## config.mk

```make
export PLATFORM = sky130hd
export DESIGN_NAME = outencode
export DESIGN_NICKNAME = d
export VERILOG_FILES = /design/src/rtl/outencode.sv
export SDC_FILE = /design/constraint.sdc
export NUM_CORES = 1
export LEC_CHECK = 0
export ABC_AREA = 1
export CAP_MARGIN = 0
export CORE_ASPECT_RATIO = 1.4
export CORE_MARGIN = 4
export CORE_UTILIZATION = 58
export DETAILED_ROUTE_END_ITERATION = 10
export PLACE_DENSITY = 0.88
export SETUP_SLACK_MARGIN = 0.5
export SLEW_MARGIN = 20
export SYNTH_ARGS = -nofsm -noshare
export SYNTH_HDL_FRONTEND = slang
export SYNTH_SLANG_ARGS = --single-unit
```

## constraint.sdc

```tcl
create_clock -name clk -period 7.5 [get_ports clk]
set_clock_uncertainty 0.15 [all_clocks]
set_input_delay 1.5 -clock clk [delete_from_list [all_inputs] [get_ports clk]]
set_output_delay 1.5 -clock clk [all_outputs]
set_load 0.005 [all_outputs]
```

## src/rtl/outencode.sv

```systemverilog
// Result-return path: pending slot per unit, fixed-priority arbiter, tagged show-ahead FIFO.
// Optional macro OUTENCODE_FP_FLAGS_EN adds result_flags = {is_nan, is_inf, is_zero}.
module outencode #(
    parameter int unsigned DEPTH       = 8,
    parameter int unsigned HOLD_MARGIN = 3
) (
    input  logic                     clk,
    input  logic                     n_rst,
    input  logic                     add_done,
    input  logic [31:0]              add_result,
    input  logic                     mul_done,
    input  logic [31:0]              mul_result,
    input  logic                     sine_done,
    input  logic [31:0]              sine_result,
    input  logic                     result_read,
    output logic                     result_valid,
    output logic [31:0]              result_data,
    output logic [2:0]               result_opcode,
    output logic [$clog2(DEPTH):0]   result_count,
    output logic                     out_fifo_hold,
    output logic                     overflow_err
`ifdef OUTENCODE_FP_FLAGS_EN
    ,
    output logic [2:0]               result_flags
`endif
);

    localparam int unsigned PW = $clog2(DEPTH);
    localparam int unsigned CW = PW + 1;
`ifdef OUTENCODE_FP_FLAGS_EN
    localparam int unsigned EW = 38;
`else
    localparam int unsigned EW = 35;
`endif

    localparam logic [2:0] OP_ADD  = 3'b001;
    localparam logic [2:0] OP_MUL  = 3'b011;
    localparam logic [2:0] OP_SINE = 3'b101;

    logic [2:0]    slot_v_q, slot_v_d;
    logic [31:0]   slot_data_q [3];
    logic [31:0]   slot_data_d [3];
    logic [PW-1:0] wr_ptr_q, wr_ptr_d;
    logic [PW-1:0] rd_ptr_q, rd_ptr_d;
    logic [CW-1:0] count_q, count_d;
    logic          overflow_q, overflow_d;
    logic [EW-1:0] mem_q [DEPTH];

    logic [2:0]    done_vec;
    logic [31:0]   res_vec [3];
    logic [2:0]    grant;
    logic          pop, push, push_ok;
    logic [31:0]   push_data;
    logic [2:0]    push_op;
    logic [EW-1:0] push_entry;
    logic [EW-1:0] head;

`ifdef OUTENCODE_FP_FLAGS_EN
    function automatic logic [2:0] classify(input logic [31:0] v);
        logic exp_ones, exp_zero, man_zero;
        exp_ones = (v[30:23] == 8'hFF);
        exp_zero = (v[30:23] == 8'h00);
        man_zero = (v[22:0] == 23'd0);
        return {exp_ones && !man_zero, exp_ones && man_zero, exp_zero && man_zero};
    endfunction
`endif

    always_comb begin
        done_vec   = {sine_done, mul_done, add_done};
        res_vec[0] = add_result;
        res_vec[1] = mul_result;
        res_vec[2] = sine_result;

        pop     = result_read && (count_q != '0);
        push_ok = (count_q < CW'(DEPTH)) || pop;

        grant = 3'b000;
        if (slot_v_q[0])      grant = 3'b001;
        else if (slot_v_q[1]) grant = 3'b010;
        else if (slot_v_q[2]) grant = 3'b100;
        push = push_ok && (grant != 3'b000);

        push_data = '0;
        push_op   = '0;
        unique case (grant)
            3'b001:  begin push_data = slot_data_q[0]; push_op = OP_ADD;  end
            3'b010:  begin push_data = slot_data_q[1]; push_op = OP_MUL;  end
            3'b100:  begin push_data = slot_data_q[2]; push_op = OP_SINE; end
            default: begin push_data = '0;             push_op = '0;      end
        endcase
`ifdef OUTENCODE_FP_FLAGS_EN
        push_entry = {classify(push_data), push_op, push_data};
`else
        push_entry = {push_op, push_data};
`endif

        // A slot that drains this cycle may reload; otherwise a new done is lost.
        overflow_d = overflow_q;
        for (int i = 0; i < 3; i++) begin
            logic still_v;
            still_v        = slot_v_q[i] && !(push && grant[i]);
            slot_v_d[i]    = still_v || done_vec[i];
            slot_data_d[i] = (done_vec[i] && !still_v) ? res_vec[i] : slot_data_q[i];
            if (done_vec[i] && still_v) overflow_d = 1'b1;
        end

        wr_ptr_d = push ? wr_ptr_q + PW'(1) : wr_ptr_q;
        rd_ptr_d = pop  ? rd_ptr_q + PW'(1) : rd_ptr_q;
        count_d  = count_q + CW'(push) - CW'(pop);
    end

    always_ff @(posedge clk) begin
        if (!n_rst) begin
            slot_v_q   <= '0;
            wr_ptr_q   <= '0;
            rd_ptr_q   <= '0;
            count_q    <= '0;
            overflow_q <= 1'b0;
            for (int i = 0; i < 3; i++) slot_data_q[i] <= '0;
        end else begin
            slot_v_q   <= slot_v_d;
            wr_ptr_q   <= wr_ptr_d;
            rd_ptr_q   <= rd_ptr_d;
            count_q    <= count_d;
            overflow_q <= overflow_d;
            for (int i = 0; i < 3; i++) slot_data_q[i] <= slot_data_d[i];
        end
    end

    // Storage needs no reset; outputs are masked while the FIFO is empty.
    always_ff @(posedge clk) begin
        if (n_rst && push) mem_q[wr_ptr_q] <= push_entry;
    end

    always_comb begin
        head          = mem_q[rd_ptr_q];
        result_valid  = (count_q != '0);
        result_data   = result_valid ? head[31:0]  : '0;
        result_opcode = result_valid ? head[34:32] : '0;
`ifdef OUTENCODE_FP_FLAGS_EN
        result_flags  = result_valid ? head[37:35] : '0;
`endif
        result_count  = count_q;
        overflow_err  = overflow_q;
        out_fifo_hold = (int'(count_q) + $countones(slot_v_q) + int'(HOLD_MARGIN))
                        >= int'(DEPTH);
    end

endmodule

```

======== Word level (Yosys, flattened, before mapping) ========
Memory sizes are Yosys's and may differ from the RTL's. A register that Yosys moved wholly into a read port is not among the register bits.
Cells that the tools add are included.
word-level totals
  flip-flop bits (word level) ............. 14
  RAM bits ................................ 376
  input port bits ......................... 102
  output and inout port bits .............. 42
  word-level logic and storage cells ...... 73
  memories kept ........................... 2
memories
  memory       depth  bits a word  rd ports  clocked after memory_dff  wr ports  line  text
  mem_q        8      35           1         1                         1         47    logic [EW-1:0] mem_q [DEPTH];
  slot_data_q  3      32           3         0                         3         41    logic [31:0] slot_data_q [3];
cells by class
  $add $sub $neg .......................... 8
  $lt $le $gt $ge ......................... 2
  equality and inequality tests ........... 3
  multiplexer cells ....................... 22
  bitwise operators ....................... 3
  reductions and logical operators ........ 28
operator list
  kind                 count
  $mux 32              7
  $pmux 32 s3          1
  $mux 3               6
  $logic_and 1x1->1    15
  $pmux 3 s3           1
  $mux 1               7
  $add 3x1->3 const B  2
  $add 5x2->6 const B  1
  $ge 6x4->1 const B   1
  $logic_not 1->1      6
  $reduce_bool 3->1    2
  $add 4x3->5          1
  $add 4x1->4          1
  $logic_or 1x1->1     4
  $lt 4x4->1 const B   1
  $reduce_bool 4->1    1
  $sub 4x1->4          1
  $add 2x1->3          1
  $eq 3x1->1 const B   1
  $eq 3x2->1 const B   1
  $eq 3x3->1 const B   1
  $or 1x1->1           3
  $add 1x1->2          1

======== Depth between registers and ports, before layout ========
  depth in word-level cells ............... 12
  depth in mapped cells ................... 13
  depth with buffers taken out ............ 13

======== Worst setup path before layout ========
OpenSTA, ideal clock, no wires.
  path type ............................... input-to-reg
  start ................................... in n_rst
  end ..................................... mem mem_q[0][0], enable pin
  setup time .............................. 0.515 ns
  data arrival time ....................... 5.182 ns
  required time ........................... 6.835 ns
  slack ................................... 1.653 ns
  cell stages on the path ................. 3
  path buffers ............................ 1
  cell sequence ........................... buf_2 inv_1 nor4_1
between the ends
  longest elaborated chain between the ends .. 3
RTL lines
  what                          line  text
  start: declaration            8     input logic n_rst,
  $logic_and 1x1->1             132   if (n_rst && push) mem_q[wr_ptr_q] <= push_entry;
  $mux 1                        132
  $mux 1 (not written as such)  132
  end: declaration              47
No other way between the ends.

==> impl_results.md <==
* Status: completed
* Syn. warnings at 0
* Hold WC Path Type: reg -> reg
* IO Port Bufs at 143
* Met2 Track Usage GR at 43.98%
* Root Driver: clkbuf_16
* Register area share after synthesis at 64.65%
* Vias at 12.28k
* CTS tree: yes
* Met3 Usage GRT at 3.188%
* Core outline area at 0.02784 mm2
* Critical path capture point type: output port
* Seq cells post-synth at 393
* First-pass GRT wire length at 63010 um
* H-tree depth at 2
* Max-cap violations at 0
* Worst setup SP type: flop
* Area growth, synth to finish at 15.87%
* Drc violations at 0
* DRT antenna net count at 0
* Die X at approximately 150 um
* Final setup TNS at 0 ps
* GRT Max-Usage Layer: met2
* RSZ-0062 raised after global routing: false
* Final std cells w/o fill at 2069
* Die Area at 0.03126 mm2
* Fin worst setup slack at 2215 ps
* Dpl ws at between 2000 and 3000 ps
* Synth unique cells at 29
* Number of diodes at 0
* Commonest non-fill, non-tap cell in the layout: nor2_1
* Final Setup Violations at 0
* CP arrival at 3630 ps
* Layout fillers at 1806
* Number of CTS-inserted buffers at 34
* Tcrit/Tclk final at 70.47%
* Worst slew pin tran at 1113 ps
* PwrDens at 310.2 mW/mm2
* Slowest-stage cell, CP: buf_4
* Leak pwr at 6.996 nW
* Placed cell count at 2007
* GRT Util Overall at between 20 and 30%
* Largest net degree at the start of global routing at 102
* Fin area at 0.01913 mm2
* GRT Residual Overflow at 0
* Sink Count at 393
* # IOs at 144
* Cell Chain, Critical Path: buf_4 > nor2_1 > nor2_1 > o21ai_0 > o21ai_0 > o21ai_0 > nor2_1 > clkdlybuf4s50_1
* Max-slew violation count at 0
* Critical Path Fanout Max at 95
* Final net count at 1788
* Wirelength per Cell at 19.54 um
* Worst stage delay on the critical path at slightly above 900 ps
* CTS Hold Bufs at 0
* Post-CTS Resized at 0
* Worst-path clk slew at 70 ps
* 1st-pass router iterations at 6
* DP Area at 0.01804 mm2
* Hpwl dp at between 20000 and 25000 um
* Final hold violations at 0
* Most frequent cells in the layout: 346 x nor2_1, 280 x edfxtp_1, 211 x nand2_1
* Net Count, Synth at 1702
* Syn Area/Cell at 10.40 um2
* Slew margin rel. at 25.78%
* Peak VDD IR at 157.0 uV
* Cell count after synthesis at 1587
* DR vias/cell at 5.936
* CP Class: reg -> out
* Initial antenna violation count at 0
* Initial Utilization at approximately three fifths
* Routed wire length at 40430 um
* GPL Wtd Cong at 0.8245
* Fmax achieved at ~190 MHz
* DR iter-0 viols at 1329
* Post-CTS Setup Bufs at 0
* Clk_lat worst skew at roughly 520 ps
* Cell area after synthesis at 0.01651 mm2
* Critical Path RT at 5850 ps
* Minimum clock period at 5285 ps
* Share of layout cells above drive strength 1 at 5.827%
* M1 GR Usage at between 30% and 40%
* Row count at 72
* Bufs on Longest Clock Path at 3
* Vias in the first global route at 12.05k
* Die H at 207.6 um
logic make-up after synthesis:
| logic type | share of synthesized area (%) |
|---|---|
| simple gates | 19.05 |
| flops | 64.65 |
| compound gates | 9.058 |
| buf+inv | 3.949 |
| mux | 2.123 |
| fa+ha+maj | 1.122 |
| xor+xnor | 0.05307 |
state kept, by name, indices dropped and copies added (netlist names), named ones only:
register	flops
overflow_err	1
result_count	4
wr_ptr_q	3
slot_data_q	96
slot_v_q	3
mem_q	280
rd_ptr_q	3
report_power, final:
group          switching, mW  internal, mW
clock network          0.758         0.952
logic                  0.930         0.641
registers              0.130          2.52
critical path, delay by kind of cell (launching register included):
family	cells	cell delay, ps
simple gates	3	520
flops	1	690
buf+inv	2	1500
compound gates	3	370
metrics by stage:
| step | hold slack (ps) | utilization [%] | power, mW |
|---|---|---|---|
| after global routing | 348.5 | 68.71 | 6.198 |
| after detailed placement | 318.3 | 64.81 | 4.227 |
| after floorplan | 283.4 | - | 3.597 |
| final | 332.4 | 68.71 | 5.933 |
| after CTS | 334.3 | 68.70 | 5.940 |
| after global placement | 294.6 | 64.81 | 4.147 |
cell type report:
type                            count  area (um2)  share of cell area [%]
Clock buffer                       46       972.2                   5.083
Tap cell                          370       462.9                   2.421
Timing Repair Buffer              163        1572                   8.217
Multi-Input combinational cell   1053        5224                   27.31
Sequential cell                   393       10680                   55.83
Inverter                           28       106.4                  0.5561
Clock inverter                     16       111.4                  0.5822
worst paths after layout:
| kind | start | endpoint | slack (ps) | cells after the start |
|---|---|---|---|---|
| setup / recovery | flop | result_data[24] | 2220 | 8 |
| hold / removal | slot_data_q[0][36]$_SDFFE_PN0P_ | slot_data_q[0][36]$_SDFFE_PN0P_ | 330 | 2 |
| setup reg to reg | result_count[3]$_SDFF_PN0_ | slot_data_q[0][13]$_SDFFE_PN0P_ | 4320 | 11 |
| hold reg to reg | slot_data_q[0][36]$_SDFFE_PN0P_ | slot_data_q[0][36]$_SDFFE_PN0P_ | 330 | 2 |
layer usage:
metal  up-vias  part of all wire, %
li1       5645                    -
met1      5808                   37
met2       721                   51
met3       107                  8.6
met4         0                  3.3
met5         -                    0
synth_stat cells:
library cell | count | area, um2
a21oi_1 | 75 | 375.4
buf_1 | 13 | 48.80
buf_2 | 28 | 140.1
buf_4 | 5 | 37.54
buf_6 | 9 | 101.4
clkbuf_1 | 57 | 214.0
clkbuf_2 | 1 | 5.000
dfxtp_1 | 113 | 2262
edfxtp_1 | 280 | 8408
fa_1 | 3 | 60.06
ha_1 | 10 | 125.1
inv_1 | 27 | 101.4
inv_2 | 1 | 3.750
mux2i_1 | 35 | 350.3
nand2_1 | 212 | 795.8
nand2_2 | 4 | 25.02
nand2_4 | 4 | 45.04
nand3_1 | 39 | 195.2
nand3b_1 | 96 | 720.7
nand4_1 | 1 | 6.260
nor2_1 | 354 | 1329
nor2_2 | 1 | 6.260
nor3_1 | 1 | 5.000
nor3_2 | 1 | 10.01
nor4_1 | 1 | 6.260
o21ai_0 | 155 | 775.7
o21ai_1 | 25 | 125.1
o22ai_1 | 35 | 219.0
xnor2_1 | 1 | 8.760
(Power assumes the default switching activity.)
